[config.mk]
export PLATFORM = sky130hd
export DESIGN_NAME = p_perm_pipe_flat
export DESIGN_NICKNAME = d
export VERILOG_FILES = /design/src/rtl/p_perm_pipe_if.sv /design/src/rtl/p_perm_pipe.sv /design/src/flat_wrapper.sv
export SDC_FILE = /design/constraint.sdc
export NUM_CORES = 1
export LEC_CHECK = 0
export CORE_AREA = 5 5 51 75
export CTS_BUF_LIST = sky130_fd_sc_hd__clkbuf_4 sky130_fd_sc_hd__clkbuf_8
export DETAILED_ROUTE_END_ITERATION = 8
export DIE_AREA = 0 0 56 80
export HOLD_SLACK_MARGIN = 0.02
export PLACE_DENSITY = 0.81
export SETUP_SLACK_MARGIN = 0.05
export SLEW_MARGIN = 20
export SYNTH_ARGS = -nofsm -noshare
export SYNTH_HDL_FRONTEND = slang
export SYNTH_SLANG_ARGS = --single-unit
export TNS_END_PERCENT = 10
[constraint.sdc]
create_clock -name clk_in -period 3 [get_ports clk_in]
set_input_delay 0.75 -clock clk_in [delete_from_list [all_inputs] [get_ports clk_in]]
set_output_delay 0.75 -clock clk_in [all_outputs]
set_load 0.02 [all_outputs]
[src/rtl/p_perm_pipe_if.sv]
// Handshake bundle for p_perm_pipe: forward stream, backward stream and FIFO occupancy.
// The slave side is the pipeline itself; the master side is the surrounding datapath.
interface p_perm_pipe_if #(
   parameter int CHANNELS = 3,
   parameter int DEPTH    = 8
);
   localparam int PW = $clog2(DEPTH) + 1;

   logic                f_valid_in;
   logic                f_ready_out;
   logic                fcontrol;
   logic [CHANNELS-1:0] fin;
   logic                f_valid_out;
   logic                f_ready_in;
   logic [CHANNELS-1:0] fout;

   logic                b_valid_in;
   logic                b_ready_out;
   logic [CHANNELS-1:0] bin;
   logic                b_valid_out;
   logic                b_ready_in;
   logic [CHANNELS-1:0] bout;
   logic                bcontrol;

   logic [PW-1:0]       pending;

   modport slave (
      input  f_valid_in, fcontrol, fin, f_ready_in,
      input  b_valid_in, bin, b_ready_in,
      output f_ready_out, f_valid_out, fout,
      output b_ready_out, b_valid_out, bout, bcontrol,
      output pending
   );

   modport master (
      output f_valid_in, fcontrol, fin, f_ready_in,
      output b_valid_in, bin, b_ready_in,
      input  f_ready_out, f_valid_out, fout,
      input  b_ready_out, b_valid_out, bout, bcontrol,
      input  pending
   );
endinterface

[src/rtl/p_perm_pipe.sv]
// Pipelined controlled permutation: forward rotate by control, backward inverse rotate
// using the control recorded on the forward pass (FIFO order), plus a sensitivity bit.
module p_perm_pipe #(
   parameter int CHANNELS = 3,
   parameter int DEPTH    = 8
) (
   input logic          clk_in,
   input logic          rst_in,
   p_perm_pipe_if.slave bus
);
   localparam int AW = $clog2(DEPTH);
   localparam int PW = AW + 1;

   function automatic logic [CHANNELS-1:0] perm_fwd(input logic c, input logic [CHANNELS-1:0] x);
      perm_fwd = c ? {x[0], x[CHANNELS-1:1]} : x;
   endfunction

   function automatic logic [CHANNELS-1:0] perm_inv(input logic c, input logic [CHANNELS-1:0] x);
      perm_inv = c ? {x[CHANNELS-2:0], x[CHANNELS-1]} : x;
   endfunction

   logic [DEPTH-1:0]    r_ctl_mem;
   logic [AW-1:0]       r_wr_ptr;
   logic [AW-1:0]       r_rd_ptr;
   logic [PW-1:0]       r_pending;

   logic                r_f_valid;
   logic [CHANNELS-1:0] r_fout;
   logic                r_b_valid;
   logic [CHANNELS-1:0] r_bout;
   logic                r_bcontrol;

   logic                w_fwd_slot_free;
   logic                w_bwd_slot_free;
   logic                w_f_ready;
   logic                w_b_ready;
   logic                w_push;
   logic                w_pop;
   logic                w_pop_ctl;
   logic [CHANNELS-1:0] w_bout_sel;
   logic [CHANNELS-1:0] w_bout_alt;

   assign w_fwd_slot_free = !r_f_valid || bus.f_ready_in;
   assign w_bwd_slot_free = !r_b_valid || bus.b_ready_in;

   // Readiness looks only at registered occupancy, so a full FIFO never accepts
   // on a same-cycle pop and an empty one never pops a same-cycle push.
   assign w_f_ready = !rst_in && w_fwd_slot_free && (r_pending < PW'(DEPTH));
   assign w_b_ready = !rst_in && w_bwd_slot_free && (r_pending != '0);

   assign w_push    = bus.f_valid_in && w_f_ready;
   assign w_pop     = bus.b_valid_in && w_b_ready;
   assign w_pop_ctl = r_ctl_mem[r_rd_ptr];

   assign w_bout_sel = perm_inv(w_pop_ctl, bus.bin);
   assign w_bout_alt = perm_inv(!w_pop_ctl, bus.bin);

   always_ff @(posedge clk_in) begin
      if (rst_in) begin
         r_ctl_mem  <= '0;
         r_wr_ptr   <= '0;
         r_rd_ptr   <= '0;
         r_pending  <= '0;
         r_f_valid  <= 1'b0;
         r_fout     <= '0;
         r_b_valid  <= 1'b0;
         r_bout     <= '0;
         r_bcontrol <= 1'b0;
      end else begin
         if (w_push) begin
            r_ctl_mem[r_wr_ptr] <= bus.fcontrol;
            r_wr_ptr            <= r_wr_ptr + AW'(1);
            r_fout              <= perm_fwd(bus.fcontrol, bus.fin);
            r_f_valid           <= 1'b1;
         end else if (bus.f_ready_in) begin
            r_f_valid <= 1'b0;
         end

         if (w_pop) begin
            r_rd_ptr   <= r_rd_ptr + AW'(1);
            r_bout     <= w_bout_sel;
            r_bcontrol <= (w_bout_sel != w_bout_alt);
            r_b_valid  <= 1'b1;
         end else if (bus.b_ready_in) begin
            r_b_valid <= 1'b0;
         end

         case ({w_push, w_pop})
            2'b10:   r_pending <= r_pending + PW'(1);
            2'b01:   r_pending <= r_pending - PW'(1);
            default: r_pending <= r_pending;
         endcase
      end
   end

   assign bus.f_ready_out = w_f_ready;
   assign bus.f_valid_out = r_f_valid;
   assign bus.fout        = r_fout;
   assign bus.b_ready_out = w_b_ready;
   assign bus.b_valid_out = r_b_valid;
   assign bus.bout        = r_bout;
   assign bus.bcontrol    = r_bcontrol;
   assign bus.pending     = r_pending;
endmodule

[src/flat_wrapper.sv]
// flat-port wrapper written by rule: the top's interface ports become plain ports
module p_perm_pipe_flat 
#(
   parameter int CHANNELS = 3,
   parameter int DEPTH    = 8
)
  (clk_in, rst_in, bus_f_valid_in, bus_fcontrol, bus_fin, bus_f_ready_in, bus_b_valid_in, bus_bin, bus_b_ready_in, bus_f_ready_out, bus_f_valid_out, bus_fout, bus_b_ready_out, bus_b_valid_out, bus_bout, bus_bcontrol, bus_pending);
  p_perm_pipe_if #(.CHANNELS(CHANNELS), .DEPTH(DEPTH)) bus_i ();
  input logic clk_in;
  input logic rst_in;
  input wire logic [$bits(bus_i.f_valid_in)-1:0] bus_f_valid_in;
  input wire logic [$bits(bus_i.fcontrol)-1:0] bus_fcontrol;
  input wire logic [$bits(bus_i.fin)-1:0] bus_fin;
  input wire logic [$bits(bus_i.f_ready_in)-1:0] bus_f_ready_in;
  input wire logic [$bits(bus_i.b_valid_in)-1:0] bus_b_valid_in;
  input wire logic [$bits(bus_i.bin)-1:0] bus_bin;
  input wire logic [$bits(bus_i.b_ready_in)-1:0] bus_b_ready_in;
  output wire logic [$bits(bus_i.f_ready_out)-1:0] bus_f_ready_out;
  output wire logic [$bits(bus_i.f_valid_out)-1:0] bus_f_valid_out;
  output wire logic [$bits(bus_i.fout)-1:0] bus_fout;
  output wire logic [$bits(bus_i.b_ready_out)-1:0] bus_b_ready_out;
  output wire logic [$bits(bus_i.b_valid_out)-1:0] bus_b_valid_out;
  output wire logic [$bits(bus_i.bout)-1:0] bus_bout;
  output wire logic [$bits(bus_i.bcontrol)-1:0] bus_bcontrol;
  output wire logic [$bits(bus_i.pending)-1:0] bus_pending;
  assign bus_i.f_valid_in = bus_f_valid_in;
  assign bus_i.fcontrol = bus_fcontrol;
  assign bus_i.fin = bus_fin;
  assign bus_i.f_ready_in = bus_f_ready_in;
  assign bus_i.b_valid_in = bus_b_valid_in;
  assign bus_i.bin = bus_bin;
  assign bus_i.b_ready_in = bus_b_ready_in;
  assign bus_f_ready_out = bus_i.f_ready_out;
  assign bus_f_valid_out = bus_i.f_valid_out;
  assign bus_fout = bus_i.fout;
  assign bus_b_ready_out = bus_i.b_ready_out;
  assign bus_b_valid_out = bus_i.b_valid_out;
  assign bus_bout = bus_i.bout;
  assign bus_bcontrol = bus_i.bcontrol;
  assign bus_pending = bus_i.pending;
  p_perm_pipe #(.CHANNELS(CHANNELS), .DEPTH(DEPTH)) u_core (.clk_in(clk_in), .rst_in(rst_in), .bus(bus_i));
endmodule
After elaboration in Yosys (flattened, before gate mapping)
Index checks and enable logic that the tools add are counted.

$add $sub $neg: 4. $lt $le $gt $ge: 4. Equal/unequal tests: 3. Muxes and demuxes: 13. Reduce and logical (&&, ||, !) cells: 16.

Operator list (number): two-way mux 3 bit (3); bitwise mux 8 bit (1); < comparator 3 x 4 -> 1 bit (second input constant) (2); case mux 4 bit (2 select lines) (1); logical AND 1 bit (7); adder 3 x 1 -> 3 bit (second input constant) (2); two-way mux 1 bit (6); nonzero test 2 bit (3); adder 4 x 1 -> 4 bit (second input constant) (1); < comparator 4 bit (second input constant) (1); nonzero test 4 bit (1); subtractor 4 x 1 -> 4 bit (second input constant) (1); binary-select mux 1 bit (select 3 bit) (1); demux 1 bit (select 3 bit) (1); >= comparator 3 x 1 -> 1 bit (second input constant) (1); logical NOT 1 bit (3); != test 3 bit (1); equality test 2 x 1 -> 1 bit (second input constant) (1); equality test 2 bit (second input constant) (1); logical OR 1 bit (2).

Bits in registers: 27. Bits of input ports: 13. Output and inout bits: 15. Word-level logic and storage cells: 49.

Longest topological paths before layout
Gate-level depths: netlist (run 1).

Word-level depth: 7. Depth in mapped cells: 12. Depth with buffers taken out: 10.

Worst setup path after synthesis (run 1)
No wires, ideal clock.

Kind: in2reg. Start: in rst_in. End: reg u_core.r_pending[3], in the netlist u_core.bus.pending[3]. Arrival: 2823 ps. Data required time: 2928 ps. Setup slack: 105 ps. Stages on the path: 11. Path buffers: 2. Cell sequence: buf_6 or2_1 buf_2 nor3_4 inv_2 ha_1 ha_1 a21o_1 a21oi_1 mux2i_1 mux2i_1.

Cells in the longest elaborated chain, start to end: 6.

Ends and longest elaborated chain: from (decl) (RTL line flat_wrapper.sv:10) `input logic rst_in;`; logical NOT 1 bit (RTL line p_perm_pipe.sv:48, p_perm_pipe.sv:49); logical AND 1 bit, on equally long branches (2 in series) (RTL line p_perm_pipe.sv:49, p_perm_pipe.sv:48); logical AND 1 bit, on equally long branches (RTL line p_perm_pipe.sv:52, p_perm_pipe.sv:51); equality test 2 x 1 -> 1 bit / equality test 2 bit (equally long branches) (RTL line p_perm_pipe.sv:88) `case ({w_push, w_pop})`; case mux 4 bit (2 select lines) / nonzero test 2 bit (equally long branches); to (signal assigned) (RTL line p_perm_pipe.sv:89) `2'b10: r_pending <= r_pending + PW'(1);`; to (signal assigned) (RTL line p_perm_pipe.sv:90) `2'b01: r_pending <= r_pending - PW'(1);`; to (signal assigned) (RTL line p_perm_pipe.sv:91) `default: r_pending <= r_pending;`; to (decl) (RTL line p_perm_pipe.sv:25) `logic [PW-1:0] r_pending;`.

Several ways; a longest one is shown, not always the timed one. A chain may end at the register's enable or synchronous reset.

Worst setup path after layout (run 1)
Start: in rst_in. End: out bus_b_ready_out.

Cells in the longest elaborated chain, start to end: 3.

Ends and longest elaborated chain: logical NOT 1 bit (RTL line p_perm_pipe.sv:49) `assign w_b_ready = !rst_in && w_bwd_slot_free && (r_pending != '0);`; logical AND 1 bit (2 in series) (RTL line p_perm_pipe.sv:49); to (decl) (RTL line flat_wrapper.sv:21) `output wire logic [$bits(bus_i.b_ready_out)-1:0] bus_b_ready_out;`.

No other way between the ends.

==> results.md, run 1 <==
- Final Cycle Share: 0.9523
- Vias per cell: approximately 5.4
- WL per Instance: between 10 and 15 um
- Ant. Diodes: 0
- Post-Syn Area: 1411 um^2
- Clk slew on worst S/H paths: 90 ps
- Share of cells above drive strength 1: 0.1526
- RSZ-0062 raised after global routing: no
- FF+latch count, synth: 27
- Post-Route Setup TNS: 0 ps
- WP data required: 2250 ps
- Crit Path Category: primary input to output pin
- GRT Residual Overflow: 0
- Routability cong.: just over 0.8
- Final HPWL from detailed placement: about 2.6 mm
- Port bufs: 27
- CTS Root Cell: clkbuf_8
- Compound-cell area share of the yosys netlist: 0.1551
- H-tree levels: 1
- CTS buffer count: 3
- Hold Fails Final Rpt: 0
- Num rows: 25
- Power per Cell Area: 449.3 nW/um^2
- Die footprint: 4480 um^2
- Clock Latency Late Sink: 270 ps
- Final Max Slew Viols: 0
- Leakage power: 0.6640 nW
- Post-synthesis cell count: 158
- DRC: 0
- GRT Overall Usage: 0.1598
- Largest net degree at the start of global routing: 17
- Met2 Resource Use GR: 0.3185
- Worst Hold Margin: 473.0 ps
- Initial Util: 0.4558
- GRT met3 Usage: 0.02751
- Final min period: 2857 ps
- Worst VDD drop: 0.3415 mV
- Longest Clk Path Bufs: 2
- Setup Buffers After CTS: 0
- Met1 usage in global routing: 0.1557
- DRT iter0 DRCs: 28
- Adder-Cell Fraction of Synth Area: 0.05851
- Area growth from synthesis to layout: 27.84%
- Post-synthesis mux area share: 0.08333
- YS warnings: 0
- DR pass1 iterations: 4
- Post-synthesis cell type count: 36
- Simple-Gate Fraction of Synth Area: 0.2270
- Final setup violation count: 0
- CTS tree: yes
- Clock Sinks: 27
- CP Capture Type: output pin
- WL final: 3.333 mm
- Number of I/O pins: 28
- Core Area: about 3100 um^2
- Slew HR: 0.6884
- Worst-Margin Slew: 463.5 ps
- Post-route ant nets: 0
- Most crowded layer after global routing: met2
- Status: complete, no violations
- Syn nets: 177
- CP Max Fanout: 4
- Setup Skew: 0.8195 ps
- Syn Area/Cell: 8.933 um^2
- Fmax: 0.3500 GHz
- NumNets Final: 210
- Hold WC Path Type: register to register
- XOR/XNOR Fraction of Synth Area: 0.03103
- First-pass GRT wire length: 5.699 mm
- Largest family of logic cells by synthesized area: simple AND/OR/NAND/NOR gates
- Overall die width: 56 um
- Critical Path AT: around 2100 ps
- Die height: 80 um
- Initial antenna violation count: 0
- Power Total: 0.8107 mW
- Max Cap Viol: 0
- Vias in the first global route: 1287
- Total number of vias: 1253
- Worst Setup Start Kind: primary input
- Register area share after synthesis: 0.3830
timing repair:
action                                  in CTS  in global routing
resized for setup                            1                  1
hold buffers                                 0                  0
endpoints found under the setup margin       1                  1
per-layer routing:
metal	vias up	part of all wire
li1	618	-
met1	596	0.37
met2	32	0.57
met3	7	0.038
met4	0	0.019
met5	-	0
state kept, by name, summed over array words and instances, names as in the netlist:
signal	count
u_core.bus.pending	4
u_core.bus.f_valid_out	1
u_core.bus.bout	3
u_core.r_rd_ptr	3
u_core.bus.b_valid_out	1
u_core.r_ctl_mem	8
u_core.bus.bcontrol	1
u_core.r_wr_ptr	3
u_core.bus.fout	3
placed cells by master (no fill, tap or decap), types with 5 or more instances in the layout:
master,Yosys,final
dfxtp_1,27,27
clkdlybuf4s50_1,0,26
nor2_1,22,22
a21oi_1,15,15
nand3_1,10,10
buf_4,0,10
nand2_1,7,7
inv_1,5,5
mux2i_1,5,5
ha_1,5,5
layout make-up:
class                   instances  area, um^2
clock buffers                   3       41.29
clock inverters                 1       7.507
fillers                       267        1292
inverters                      10       37.54
multi-input cells             112       783.3
flip-flops and latches         27       540.5
well taps                      40       50.05
repair buffers                 37       344.1
logic make-up (layout without fill, tap and decap cells):
kind of cell | Yosys count | count (layout)
fa+ha+maj | 6 | 6
simple gates | 60 | 60
mux | 8 | 8
xor+xnor | 5 | 5
buf+inv | 19 | 51
compound gates | 33 | 33
flops | 27 | 27
critical path: stages:
cell and delay, ps:
clkdlybuf4s50_1 480, inv_2 130, and3_1 150, clkdlybuf4s50_1 590
synth_stat cells, drive strengths merged:
library cell,count,share of area
or2,1,0.0044
nand2,7,0.019
a211oi,3,0.016
o21ai,6,0.021
nand2b,4,0.018
nor2,22,0.059
mux4,2,0.032
xnor2,3,0.019
nor3,4,0.022
clkinv,2,0.0053
mux2i,6,0.051
ha,5,0.044
fa,1,0.014
a21o,1,0.0053
buf,3,0.019
or4,1,0.0080
a2111oi,3,0.032
or3,2,0.0089
o41ai,1,0.0062
xor2,2,0.012
a21oi,15,0.053
o31ai,4,0.021
nor4,2,0.018
inv,8,0.021
nor2b,3,0.013
clkbuf,6,0.016
nand4,3,0.018
and3,1,0.0044
nand3,10,0.035
dfxtp,27,0.38
final timing paths:
| kind | startpoint | end | slack [ps] | depth (start not counted) |
|---|---|---|---|---|
| worst min register to register | u_core.bus.bcontrol$_SDFFE_PP0P_ | u_core.bus.bcontrol$_SDFFE_PP0P_ | 470 | 2 |
| worst max register to register | u_core.bus.pending[3]$_SDFFE_PP0P_ | u_core.bus.pending[3]$_SDFFE_PP0P_ | 580 | 9 |
| worst min-delay path | u_core.bus.bcontrol$_SDFFE_PP0P_ | u_core.bus.bcontrol$_SDFFE_PP0P_ | 470 | 2 |
| worst max-delay path | rst_in | bus_b_ready_out | 140 | 4 |
metrics by stage:
step                  util  cells  worst slack (ps)  cell area [um^2]
finish              0.5826    230             143.0              1804
global route        0.5826    230             77.22              1804
CTS                 0.5826    230             72.97              1804
detailed placement  0.5673    226            -12.33              1757
global placement    0.5673    226             53.01              1757
floorplan                -    158             105.0              1411
where the power goes:
part	leakage, nW	switching (mW)	internal [mW]
logic	0.423	0.103	0.0983
registers	0.219	0.0224	0.378
clock network	0.0217	0.114	0.0942
total	0.664	0.240	0.571
Power figures use the tool's default switching activity.
==> run 2, diff against run 1 <==
--- a/config.mk
+++ b/config.mk
@@ -5,6 +5,7 @@
 export SDC_FILE = /design/constraint.sdc
 export NUM_CORES = 1
 export LEC_CHECK = 0
+export ABC_AREA = 1
 export CORE_AREA = 5 5 51 75
 export CTS_BUF_LIST = sky130_fd_sc_hd__clkbuf_4 sky130_fd_sc_hd__clkbuf_8
 export DETAILED_ROUTE_END_ITERATION = 8
@@ -12,6 +13,7 @@
 export HOLD_SLACK_MARGIN = 0.02
 export PLACE_DENSITY = 0.81
 export SETUP_SLACK_MARGIN = 0.05
+export SKIP_LAST_GASP = 1
 export SLEW_MARGIN = 20
 export SYNTH_ARGS = -nofsm -noshare
 export SYNTH_HDL_FRONTEND = slang
==> results.md, run 2 <==
- Status: complete, no violations
- Worst Setup Start Kind: primary input
- CP Max Fanout: 5 (+1)
- Met1 usage in global routing: 0.1447 (-0.01098)
- Vias per cell: 4.758 (-13%)
- FF+latch count, synth: 27 (unchanged)
- Final HPWL from detailed placement: 2.326 mm (-11%)
- NumNets Final: 244 (+16%)
- DRT iter0 DRCs: 35 (+25%)
- Leakage power: 0.7521 nW (+13%)
- Finished Layout Cells: 264 (+15%)
- Syn nets: 211 (+19%)
- Placed instance count: 260 (+15%)
- Most flop-heavy register: u_core.r_ctl_mem
- Post-synth top area share: 0.3820 (-0.001016)
- Largest register FFs: 8 (unchanged)
- Hold WC Path Type: register to register
- CTS buffer count: 3 (unchanged)
- DRC: 0 (unchanged)
- Clock power frac: 0.233 (-0.024)
- Seq pwr share: 0.460 (-0.034)
- Primary FF master, synth: dfxtp_1
- Hold Fails Final Rpt: 0 (unchanged)
- Vias in the first global route: 1217 (-5.4%)
- Die height: 80 um (unchanged)
- Clk slew on worst S/H paths: 90 ps (about the same)
- Internal: 0.6038 mW (+5.8%)
- Fmax: 0.3491 GHz (-0.26%)
- Worst r2r src: u_core.bus.pending[0]$_SDFFE_PP0P_
- Crit Path Category: primary input to output pin
- First-pass GRT wire length: 5.009 mm (-12%)
- Hold_buf cts: 0 (unchanged)
- Post-synthesis cell count: 192 (+22%)
- Final Cycle Share: 0.9548 (+0.002502)
- Footprint of the multi-input gates: 705.7 um^2 (-9.9%)
- Post-cts gate resize count: 0 (-1)
- Final Instance Area: 1797 um^2 (-0.42%)
- WL per Instance: 10.98 um (-24%)
- Post-DP Area: 1748 um^2 (-0.50%)
- Post-Route Setup TNS: 0 ps (unchanged)
- Most frequent cell after synthesis: nand2_1
- Setup Buffers After CTS: 0 (unchanged)
- CTS Root Cell: clkbuf_8
- YS warnings: 0 (unchanged)
- Most common cell after layout, fill and taps aside: nand2_1
- Num rows: 25 (unchanged)
- Clock Latency Late Sink: 270 ps (about the same)
- Number of I/O pins: 28 (unchanged)
- CP Capture Type: output pin
- Setup crit start: rst_in
- Post-synthesis cell type count: 27 (-25%)
- Syn Area/Cell: 7.370 um^2 (-17%)
- Port bufs: 27 (unchanged)
- Reg area: 540.5 um^2 (unchanged)
- WP data required: 2250 ps (about the same)
- Initial Util: 0.4570 (+0.001212)
- GRT met3 Usage: 0.02265 (-0.004854)
- Critical Path AT: 2110 ps (about the same)
- Most crowded layer after global routing: met2
- Most frequent cells in the layout: nand2_1 (36), inv_1 (32), clkdlybuf4s50_1 (27), dfxtp_1 (27), a21oi_1 (22)
- Part of the power in combinational logic: 0.306 (+0.057)
- Final Max Slew Viols: 0 (unchanged)
- Post-route ant nets: 0 (unchanged)
- Post-Syn Area: 1415 um^2 (+0.27%)
- Final min period: 2865 ps (+7.506 ps)
- Worst VDD drop: 0.3793 mV (+11%)
- Synth area leaders: dfxtp_1 (38%), nand2_1 (9.5%), inv_1 (8.5%)
- Asr flop ratio synth: 0 (unchanged)
- Final setup violation count: 0 (unchanged)
- Ant. Diodes: 0 (unchanged)
- DR pass1 iterations: 4 (unchanged)
- Longest Clk Path Bufs: 2 (unchanged)
- Hold path startpoint: u_core.r_ctl_mem[7]$_SDFFE_PP0P_
- Clock Sinks: 27 (unchanged)
- Yosys top cell by area: dfxtp_1
- Share of cells above drive strength 1: 0.08482 (-0.06781)
- H-tree levels: 1 (unchanged)
- Die footprint: 4480 um^2 (unchanged)
- Met2 Resource Use GR: 0.2623 (-0.05621)
- Total number of vias: 1256 (+0.24%)
- Initial antenna violation count: 0 (unchanged)
- Core Area: 3097 um^2 (unchanged)
- Register area share after synthesis: 0.3820 (-0.001016)
- Power Total: 0.8930 mW (+10%)
- Overall die width: 56 um (unchanged)
- Post-synth top cells: nand2_1 (36), inv_1 (32), dfxtp_1 (27)
- Largest net degree at the start of global routing: 22 (+5)
- Switching pwr: 0.2893 mW (+20%)
- WL final: 2.900 mm (-13%)
- Sw Share: 0.3239 (+0.02777)
- GRT Overall Usage: 0.1403 (-0.01948)
- Fill count: 291 (+9.0%)
- CTS tree: yes
- Worst-Margin Slew: 447.4 ps (-16.12 ps)
- Power per Cell Area: 497.0 nW/um^2 (+11%)
- Setup Skew: 7.802 ps (+6.982 ps)
- RSZ-0062 raised after global routing: no
- Slew HR: 0.7008 (+0.01238)
- EDFF count, synth: 0 (unchanged)
- GRT Residual Overflow: 0 (unchanged)
- Area growth from synthesis to layout: 26.97%
- Max Cap Viol: 0 (unchanged)
- Routability cong.: 0.8495 (+5.3%)
[run 2: cell types whose count changed after synthesis, sizes merged, moves of 4 or more]
| cell | before | now |
|---|---|---|
| a21oi | 15 | 23 |
| clkbuf | 6 | 0 |
| inv | 8 | 35 |
| nand2 | 7 | 36 |
| nand2b | 4 | 0 |
| nand3 | 10 | 15 |
| nor2 | 22 | 8 |
| o21a | 0 | 4 |
| o21ai | 6 | 22 |
| o31ai | 4 | 0 |
[run 2: routing by layer]
metal  part of all wire  vias up
met5                  0        -
met4              0.018        0
met3              0.023        7
met2               0.53       21
met1               0.43      534
li1                   -      694
[run 2: power by group through the flow]
stage,Sequential (mW),Combinational [mW],Clock [mW]
detailed placement,0.419,0.275,0
CTS,0.411,0.276,0.216
global placement,0.418,0.270,0
floorplan,0.441,0.146,0
finish,0.411,0.274,0.208
global route,0.416,0.309,0.233
[run 2: cells by family (layout without fill, tap and decap cells)]
group,Yosys count,count (layout),share of synthesized area
muxes,3,3,0.02122
AOI/OAI and AO/OA,49,49,0.1830
buffers and inverters,40,72,0.1194
xor gates and xnor gates,2,2,0.01238
adders and majority gates,6,6,0.05836
and+or+nand+nor,65,65,0.2237
DFF,27,27,0.3820
[run 2: worst paths after layout]
kind	slack (ps)	depth (start not counted)	to
max	140	5	bus_b_ready_out
min	460	2	u_core.r_ctl_mem[7]$_SDFFE_PP0P_
max reg2reg	860	11	u_core.bus.pending[3]$_SDFFE_PP0P_
min reg2reg	460	2	u_core.r_ctl_mem[7]$_SDFFE_PP0P_
[run 2: through the flow]
stage | util | setup slack, ps | hold WS [ps]
floorplan | - | 625.4 | 429.4
global placement | 0.5644 | 123.4 | 448.9
CTS | 0.5802 | 119.0 | 464.8
detailed placement | 0.5644 | 38.52 | 449.4
global route | 0.5802 | 53.29 | 488.8
finish | 0.5802 | 135.5 | 460.1
[run 2: worst max-delay path: stages]
cell and delay, ps:
clkdlybuf4s50_1 500, a21oi_2 160, nand2_1 60, inv_1 50, clkdlybuf4s50_1 590
[run 2: area by class of cell]
class,count,area share
multi-input combinational,125,0.3928
sequential,27,0.3008
timing repair buffer,32,0.1713
inverter,36,0.08008
tap,40,0.02786
clock buffer,3,0.02298
clock inverter,1,0.004178
